`src/rtl/fp16_pkg.sv`:
```
// Shared definitions for the fp16 conversion blocks.
// Holds the binary16 field geometry, integer saturation limits, rounding-mode
// encodings and the pipeline payload structs used by fp16_to_int16_pipe.
package fp16_pkg;

  localparam int unsigned FP16_EXP_W  = 5;
  localparam int unsigned FP16_MANT_W = 10;
  localparam int unsigned FP16_BIAS   = 15;

  localparam logic [15:0] INT16_MAX = 16'h7FFF;
  localparam logic [15:0] INT16_MIN = 16'h8000;

  localparam logic ROUND_RNE   = 1'b0;
  localparam logic ROUND_TRUNC = 1'b1;

  // Stage-1 payload: rounded magnitude plus the exception classification.
  typedef struct packed {
    logic        sign;
    logic [16:0] mag;
    logic        inexact;
    logic        invalid;
    logic        inf;
  } s1_t;

  // Stage-2 payload: final integer and flags as presented on the outputs.
  typedef struct packed {
    logic [15:0] int_val;
    logic        inexact;
    logic        overflow;
    logic        invalid;
  } s2_t;

  // Unbiased exponent of a binary16 exponent field, as a signed value.
  function automatic logic signed [5:0] fp16_unbias(input logic [FP16_EXP_W-1:0] exp);
    return $signed({1'b0, exp}) - $signed(6'(FP16_BIAS));
  endfunction

endpackage

```
`src/rtl/fp16_align_round.sv`:
```
// Combinational alignment and rounding of an fp16 significand to an integer
// magnitude.
//   sig_i        : 11-bit significand {1, mant}
//   k_i          : unbiased exponent (signed)
//   round_mode_i : ROUND_RNE or ROUND_TRUNC
//   mag_o        : 17-bit rounded integer magnitude
//   inexact_o    : bits were discarded during alignment
module fp16_align_round
  import fp16_pkg::*;
(
  input  logic [10:0]       sig_i,
  input  logic signed [5:0] k_i,
  input  logic              round_mode_i,
  output logic [16:0]       mag_o,
  output logic              inexact_o
);

  logic [3:0]  rsh;
  logic [2:0]  lsh;
  logic [21:0] ext;
  logic [10:0] trunc;
  logic        guard;
  logic        sticky;
  logic        round_up;

  always_comb begin
    rsh      = '0;
    lsh      = '0;
    ext      = '0;
    trunc    = '0;
    guard    = 1'b0;
    sticky   = 1'b0;
    round_up = 1'b0;
    mag_o    = '0;
    if (k_i > 6'sd10) begin
      // Left shift: value is an exact integer.
      lsh   = 3'(k_i - 6'sd10);
      mag_o = {6'b0, sig_i} << lsh;
    end else begin
      if (k_i < -6'sd1) begin
        // Entire value below 0.5: guard is clear, nonzero residue is sticky.
        sticky = 1'b1;
      end else begin
        // Shift 0..11; the low 11 bits of ext collect what was shifted out.
        rsh    = 4'(6'sd10 - k_i);
        ext    = {sig_i, 11'b0} >> rsh;
        trunc  = ext[21:11];
        guard  = ext[10];
        sticky = |ext[9:0];
      end
      round_up = (round_mode_i == ROUND_RNE) && guard && (sticky || trunc[0]);
      mag_o    = {6'b0, trunc} + {16'b0, round_up};
    end
    inexact_o = guard | sticky;
  end

endmodule

```
`src/rtl/fp16_to_int16_pipe.sv`:
```
// Two-stage pipelined binary16 -> int16 converter with valid/ready on both sides.
//   clk, rst          : clock, synchronous active-high reset
//   in_valid/in_ready : input handshake, fp_in = {sign, exp[4:0], mant[9:0]}
//   out_valid/out_ready : output handshake
//   int_out           : saturated two's-complement result
//   flag_inexact/flag_overflow/flag_invalid : exception flags for int_out
// Stage 1 registers the aligned, rounded magnitude; saturation and negation
// sit between stage 1 and stage 2.
module fp16_to_int16_pipe
  import fp16_pkg::*;
#(
  parameter int unsigned ROUND_MODE = 0
) (
  input  logic        clk,
  input  logic        rst,
  input  logic        in_valid,
  output logic        in_ready,
  input  logic [15:0] fp_in,
  output logic        out_valid,
  input  logic        out_ready,
  output logic [15:0] int_out,
  output logic        flag_inexact,
  output logic        flag_overflow,
  output logic        flag_invalid
);

  localparam logic RoundMode = (ROUND_MODE == 1) ? ROUND_TRUNC : ROUND_RNE;

  logic                  s1_valid_q, s1_valid_d;
  s1_t                   s1_q, s1_d;
  logic                  out_valid_q, out_valid_d;
  s2_t                   out_q, out_d;

  logic                  s1_load;
  logic                  s2_load;
  logic [FP16_EXP_W-1:0] exp_f;
  logic [FP16_MANT_W-1:0] mant_f;
  logic [16:0]           align_mag;
  logic                  align_inexact;
  s1_t                   dec;
  s2_t                   sat;

  assign exp_f  = fp_in[14:10];
  assign mant_f = fp_in[9:0];

  fp16_align_round u_align_round (
    .sig_i        ({1'b1, mant_f}),
    .k_i          (fp16_unbias(exp_f)),
    .round_mode_i (RoundMode),
    .mag_o        (align_mag),
    .inexact_o    (align_inexact)
  );

  // Decode / classify the incoming operand.
  always_comb begin
    dec      = '0;
    dec.sign = fp_in[15];
    if (exp_f == '0) begin
      dec.inexact = |mant_f;
    end else if (exp_f == '1) begin
      dec.invalid = |mant_f;
      dec.inf     = ~|mant_f;
    end else begin
      dec.mag     = align_mag;
      dec.inexact = align_inexact;
    end
  end

  // Saturation and sign application on the stage-1 contents.
  always_comb begin
    sat = '0;
    if (s1_q.invalid) begin
      sat.invalid = 1'b1;
    end else if (s1_q.inf ||
                 (!s1_q.sign && (s1_q.mag > 17'd32767)) ||
                 (s1_q.sign && (s1_q.mag > 17'd32768))) begin
      sat.int_val  = s1_q.sign ? INT16_MIN : INT16_MAX;
      sat.overflow = 1'b1;
      sat.inexact  = 1'b1;
    end else begin
      // mag <= 32768 here, so its low 16 bits carry the full value.
      sat.int_val = s1_q.sign ? 16'(16'd0 - s1_q.mag[15:0]) : s1_q.mag[15:0];
      sat.inexact = s1_q.inexact;
    end
  end

  // Handshake: each stage advances when the stage ahead is free or draining.
  always_comb begin
    s2_load     = !out_valid_q || out_ready;
    s1_load     = !s1_valid_q || s2_load;
    s1_valid_d  = s1_valid_q;
    s1_d        = s1_q;
    out_valid_d = out_valid_q;
    out_d       = out_q;
    if (s1_load) begin
      s1_valid_d = in_valid;
      if (in_valid) begin
        s1_d = dec;
      end
    end
    if (s2_load) begin
      out_valid_d = s1_valid_q;
      // Outputs keep their last value when nothing new arrives.
      if (s1_valid_q) begin
        out_d = sat;
      end
    end
  end

  always_ff @(posedge clk) begin
    if (rst) begin
      s1_valid_q  <= 1'b0;
      s1_q        <= '0;
      out_valid_q <= 1'b0;
      out_q       <= '0;
    end else begin
      s1_valid_q  <= s1_valid_d;
      s1_q        <= s1_d;
      out_valid_q <= out_valid_d;
      out_q       <= out_d;
    end
  end

  assign in_ready      = s1_load;
  assign out_valid     = out_valid_q;
  assign int_out       = out_q.int_val;
  assign flag_inexact  = out_q.inexact;
  assign flag_overflow = out_q.overflow;
  assign flag_invalid  = out_q.invalid;

endmodule

```
`config.mk`:
```
export PLATFORM = sky130hd
export DESIGN_NAME = fp16_to_int16_pipe
export DESIGN_NICKNAME = d
export VERILOG_FILES = /design/src/rtl/fp16_pkg.sv /design/src/rtl/fp16_align_round.sv /design/src/rtl/fp16_to_int16_pipe.sv
export SDC_FILE = /design/constraint.sdc
export NUM_CORES = 1
export LEC_CHECK = 0
export CORE_UTILIZATION = 30
export CTS_BUF_LIST = sky130_fd_sc_hd__clkbuf_8
export DETAILED_ROUTE_END_ITERATION = 10
export SYNTH_ARGS = -nofsm -noshare
export SYNTH_HDL_FRONTEND = slang
export SYNTH_SLANG_ARGS = --single-unit
```
`constraint.sdc`:
```
create_clock -name clk -period 6.1 [get_ports clk]
set_clock_uncertainty 0.1 [all_clocks]
set_input_delay 1.22 -clock clk [delete_from_list [all_inputs] [get_ports clk]]
set_output_delay 1.22 -clock clk [all_outputs]
set_load 0.02 [all_outputs]
```
## Word-level counts from Yosys, hierarchy flattened

Cells that the tools add are included.

- Add/sub/neg operators: 5
- Magnitude comparators: 4
- Equal/unequal tests: 1
- Shift operators: 2
- Muxes and demuxes: 20
- Bitwise logic cells: 1
- Reductions and logical operators: 17

Operators by type and width:

| cell | count |
|---|---|
| $mux W17 | 3 |
| $mux W18 | 2 |
| $mux W16 | 2 |
| $mux W11 | 2 |
| $shr A22 B4 Y22 | 1 |
| $reduce_or A10 Y1 | 2 |
| $gt A17 B15 Y1 const B | 1 |
| $gt A17 B16 Y1 const B | 1 |
| $shl A11 B3 Y17 | 1 |
| $sub A1 B16 Y16 const A | 1 |
| $add A11 B1 Y12 | 1 |
| $mux W1 | 9 |
| $gt A6 B5 Y1 const B | 1 |
| $lt A6 B1 Y1 const B | 1 |
| $sub A5 B4 Y6 const B | 1 |
| $eq A5 B5 Y1 const B | 1 |
| $logic_not A5 Y1 | 1 |
| $logic_or A1 B1 Y1 | 5 |
| $logic_not A1 Y1 | 4 |
| $mux W2 | 2 |
| $reduce_and A2 Y1 | 2 |
| $sub A4 B4 Y4 const A | 1 |
| $logic_and A1 B1 Y1 | 3 |
| $sub A3 B3 Y3 const B | 1 |
| $or A1 B1 Y1 | 1 |

- Flip-flop bits (word level): 42
- Input port bits: 20
- Output and inout bits: 21
- Logic and storage cells: 61

## Depth between registers and ports, before layout

- Word-level depth: 12
- Gate-level depth with buffers: 21
- Gate-level depth less buffers: 15

## Hierarchy

A second synthesis with hierarchy kept.

- Cells, all modules: 463
- Area total of the unflattened synthesis: 3796.1 um2

By module, submodules not included:

| module | instances | cells each | area an instance (um2) | sequential area each (um2) |
|---|---|---|---|---|
| fp16_to_int16_pipe | 1 | 243 | 2162.1 | 840.8 |
| fp16_align_round | 1 | 220 | 1634.1 | 0.0 |

## Worst setup path before layout

OpenSTA, ideal clock, no wires.

- Path type: input port to flip-flop
- From: input fp_in[10]
- To: register s1_q[13] in the netlist's numbering
- Data arrival time: 5401 ps
- Slack: 503 ps
- Stages: 21
- Buffers on the path: 6
- Path through: buf_4 buf_6 buf_2 inv_1 clkbuf_1 ha_1 buf_4 buf_6 inv_1 ha_1 mux2_2 a311oi_2 xnor2_1 mux2i_1 nor3b_1 ha_1 nand2_1 and4bb_1 xnor2_1 a21oi_1 o41ai_2

- Cells in the longest elaborated chain, start to end: 12
- Elaborated cells between the ends (all ways): 22
- Classes of those cells: 4 x add/sub; 2 x order compare; 1 x eq/ne; 2 x shift; 9 x mux; 4 x reduce/logical

Ends and longest elaborated chain:

| item | RTL line | source |
|---|---|---|
| from (decl) | fp16_to_int16_pipe.sv:18 | `input logic [15:0] fp_in,` |
| $sub A5 B4 Y6 | fp16_pkg.sv:35 | `return $signed({1'b0, exp}) - $signed(6'(FP16_BIAS));` |
| $sub A4 B4 Y4 | fp16_align_round.sv:45 | `rsh = 4'(6'sd10 - k_i);` |
| $shr A22 B4 Y22 | fp16_align_round.sv:46 | `ext = {sig_i, 11'b0} >> rsh;` |
| $reduce_or A10 Y1 | fp16_align_round.sv:49 | `sticky = \|ext[9:0];` |
| $mux W1 | fp16_align_round.sv:40 | `if (k_i < -6'sd1) begin` |
| $mux W1 | fp16_align_round.sv:35 | `if (k_i > 6'sd10) begin` |
| $logic_or A1 B1 Y1 | fp16_align_round.sv:51 | `round_up = (round_mode_i == ROUND_RNE) && guard && (sticky \|\| trunc[0]);` |
| $logic_and A1 B1 Y1 | fp16_align_round.sv:51 |  |
| $add A11 B1 Y12 | fp16_align_round.sv:52 | `mag_o = {6'b0, trunc} + {16'b0, round_up};` |
| $mux W17 | fp16_align_round.sv:35 |  |
| $mux W18 | fp16_to_int16_pipe.sv:60 | `end else if (exp_f == '1) begin` |
| $mux W17 * | fp16_to_int16_pipe.sv:58 | `if (exp_f == '0) begin` |
| to (signal assigned) | fp16_to_int16_pipe.sv:113 | `s1_q <= '0;` |
| to (signal assigned) | fp16_to_int16_pipe.sv:118 | `s1_q <= s1_d;` |
| to (decl) | fp16_to_int16_pipe.sv:30 | `s1_t s1_q, s1_d;` |

Mark *: on every way between the ends. The rest lies on a longest branch, timed or not. The select of a mux whose other input is x is not followed.
A chain may end at the register's enable or synchronous reset.

## Worst setup path after layout

- From: input fp_in[11]
- To: register s1_q[13] in the netlist's numbering

Same word-level chain as after synthesis.

==> impl_metrics.tcl <==
set metrics [dict create \
    synthArstFlopShare_pct 0 \
    rsz0062_at_grt "no" \
    grt_start_max_net_pins 44 \
    power.leakage_nw 1.57 \
    final_common_cell "nand2_1" \
    grtUsageTotal_pct 16.9 \
    finalCritPeriodShare_pct 89.3 \
    setup-tns-final_ns 0 \
    hold_violations 0 \
    area_delta_synth_final_pct 15.0 \
    final-instance-count-excl-fill 675 \
    maxCapViolCount 0 \
    synth_edf_count 0 \
    routed_wire_length_per_instance_um 15.6 \
    dp_slack_ns 0.381 \
    gp_congestion 0.887 \
    via_count 3740 \
    start_util_pct 31.1 \
    drt-total-wl_mm 10.6 \
    hp-class "register to register" \
    max_freq_ghz 0.184 \
    layout_setup_ws_ns 0.653 \
    cts_repair_resize_count 0 \
    finalCriticalPeriod_ns 5.45 \
    drtPass1Iterations 5 \
    clk_latency_ns 0.29 \
    drive_above_1_share_pct 8.68 \
    powerDensity_mw_per_mm2 200 \
    cts_made_buffers 5 \
    cts_hold_buf 0 \
    finalMaxSlewViolations 0 \
    syn-instance-count 494 \
    synth_compound_area_share_pct 27.0 \
    cts_tree "built" \
    place_inst 667 \
    io_pins 41 \
    critPathMaxFanout 34 \
    synth_ff_type "dfxtp_1" \
    syn-mean-instance-area_um2 7.66 \
    antenna_found_initial 0 \
    htree_num_levels 2 \
    nNetsFinal 537 \
    core_area_mm2 0.0122 \
    avgViaCountPerCell 5.54 \
    post-cts-setup-buffers 0 \
    seq_area_frac_synth_pct 22.2 \
    die_w_um 114 \
    crit_required_ns 6.20 \
    portBuffers 40 \
    cts_root_buffer "clkbuf_8" \
    post-dp-hpwl_mm 7.98 \
    fillers 1290 \
    synth.area.top_cells "dfxtp_1 (22%), a21oi_1 (6.9%), nand2_1 (5.3%)" \
    yosysWarnings 0 \
    drc 0 \
    worstSetupEndpointType "register" \
    setup_viol 0 \
    synth_top_family_by_area "compound AO/OA/AOI/OAI gates" \
    clockBufferDepth 2 \
    synth_nets 525 \
    grt_pass1_vias 3476 \
    drt_iter0_drc 284 \
    syn_area_mm2 0.00378 \
    worst_pin_slew_ns 0.944 \
    diodes 0 \
    synth.mux.area_fraction_pct 11.4 \
    cts.clk_slew.worst_paths_ns 0.08 \
    grt_pass1_wl_mm 18.0 \
    rows 40 \
    layout_common_cells "nand2_1 (53), a21oi_1 (52), nor2_1 (45)" \
    ir_drop_v 0.0000917 \
    postRouteAntennaNets 0 \
    die_area_mm2 0.0131 \
    synth_top_area_share_pct 22.2 \
    worstPathArrival_ns 5.55 \
    synthDistinctLibCells 71 \
    synth_xor_area_share_pct 4.96 \
    die_h_um 114 \
    synth_seq_cells 42 \
    overflow 0 \
    crit_type "input pin to register" \
    max_slew_margin_pct 36.7 \
    synth-simple-area-share_pct 24.5 \
    synth-adder-area-share_pct 3.64 \
    final_core_utilization_pct 35.8 \
    status "finished clean" \
    start_kind "input pin" \
    cts.sinks 42 \
    yosysTopAreaCell "dfxtp_1" \
]
[stage by stage]
| stage | power (mW) | area (µm²) | hold WS (ns) |
|---|---|---|---|
| 5_1_grt | 0.922 | 4350 | 0.374 |
| 3_3_place_gp | 0.655 | 4250 | 0.333 |
| 3_5_place_dp | 0.658 | 4250 | 0.337 |
| 2_1_floorplan | 0.573 | 3780 | 0.343 |
| 6_report | 0.869 | 4350 | 0.347 |
| 4_1_cts | 0.869 | 4350 | 0.349 |
[state kept, by name, summed over array words and instances, names as in the netlist]
register and cells:
flag_inexact 1, s1_valid_q 1, flag_invalid 1, int_out 16, s1_q 21, out_valid 1
flag_overflow 1
[final cells by class]
type | instances | area (µm²) | share of cell area (%)
Timing Repair Buffer | 45 | 438 | 10.1
Sequential cell | 42 | 841 | 19.3
Tap cell | 168 | 210 | 4.83
Multi-Input combinational cell | 399 | 2710 | 62.2
Inverter | 13 | 48.8 | 1.12
Clock inverter | 3 | 37.5 | 0.862
Clock buffer | 5 | 68.8 | 1.58
[worst max-delay path, stage by stage]
cell and delay, ns:
clkdlybuf4s50_1 0.74, inv_1 0.15, ha_1 0.31, buf_4 0.26
ha_1 0.26, mux2_2 0.27, a311oi_2 0.34, xnor2_1 0.34
mux2i_1 0.35, nor3b_1 0.22, ha_1 0.24, nand2_1 0.08
and4bb_1 0.26, xnor2_1 0.12, a21oi_1 0.10, o41ai_2 0.27
[per-layer routing]
layer	GRT usage (%)	vias up	part of all wire, %
met2	26.3	115	46
li1	-	1855	-
met3	2.54	15	4.7
met4	4.59	0	1.6
met5	0	-	0
met1	24.1	1755	48
[report_power, final]
group	internal [mW]	leakage [nW]	switching, mW
clock	0.119	0.0607	0.0932
combinational	0.142	1.17	0.204
sequential	0.289	0.341	0.0217
[final timing paths]
path | start | end | slack (ns) | cells after the start
max | fp_in[11] | s1_q[13]$_SDFFE_PP0P_ | 0.65 | 16
min | int_out[3]$_SDFFE_PP0P_ | int_out[3]$_SDFFE_PP0P_ | 0.35 | 2
max reg2reg | s1_q[8]$_SDFFE_PP0P_ | int_out[8]$_SDFFE_PP0P_ | 3.26 | 7
min reg2reg | int_out[3]$_SDFFE_PP0P_ | int_out[3]$_SDFFE_PP0P_ | 0.35 | 2
[logic make-up (layout without fill, tap and decap cells)]
kind of cell	count (synthesis)	after routing
AND/OR/NAND/NOR	186	186
flip-flops	42	42
XOR/XNOR	18	18
adder cells (fa/ha/maj)	11	11
multiplexers	33	33
buffers and inverters	53	66
AO/OA/AOI/OAI	151	151
[synthesized netlist by cell type (11+ instances only)]
| cell | n |
|---|---|
| nand2_1 | 53 |
| nand3_1 | 14 |
| a21oi_1 | 52 |
| clkbuf_1 | 27 |
| o21ai_0 | 26 |
| ha_1 | 11 |
| dfxtp_1 | 42 |
| mux2_2 | 12 |
| nor2_1 | 45 |
| mux2i_1 | 14 |
| a22oi_1 | 14 |
| nor3_1 | 16 |
| inv_1 | 13 |
(Power assumes the default switching activity.)
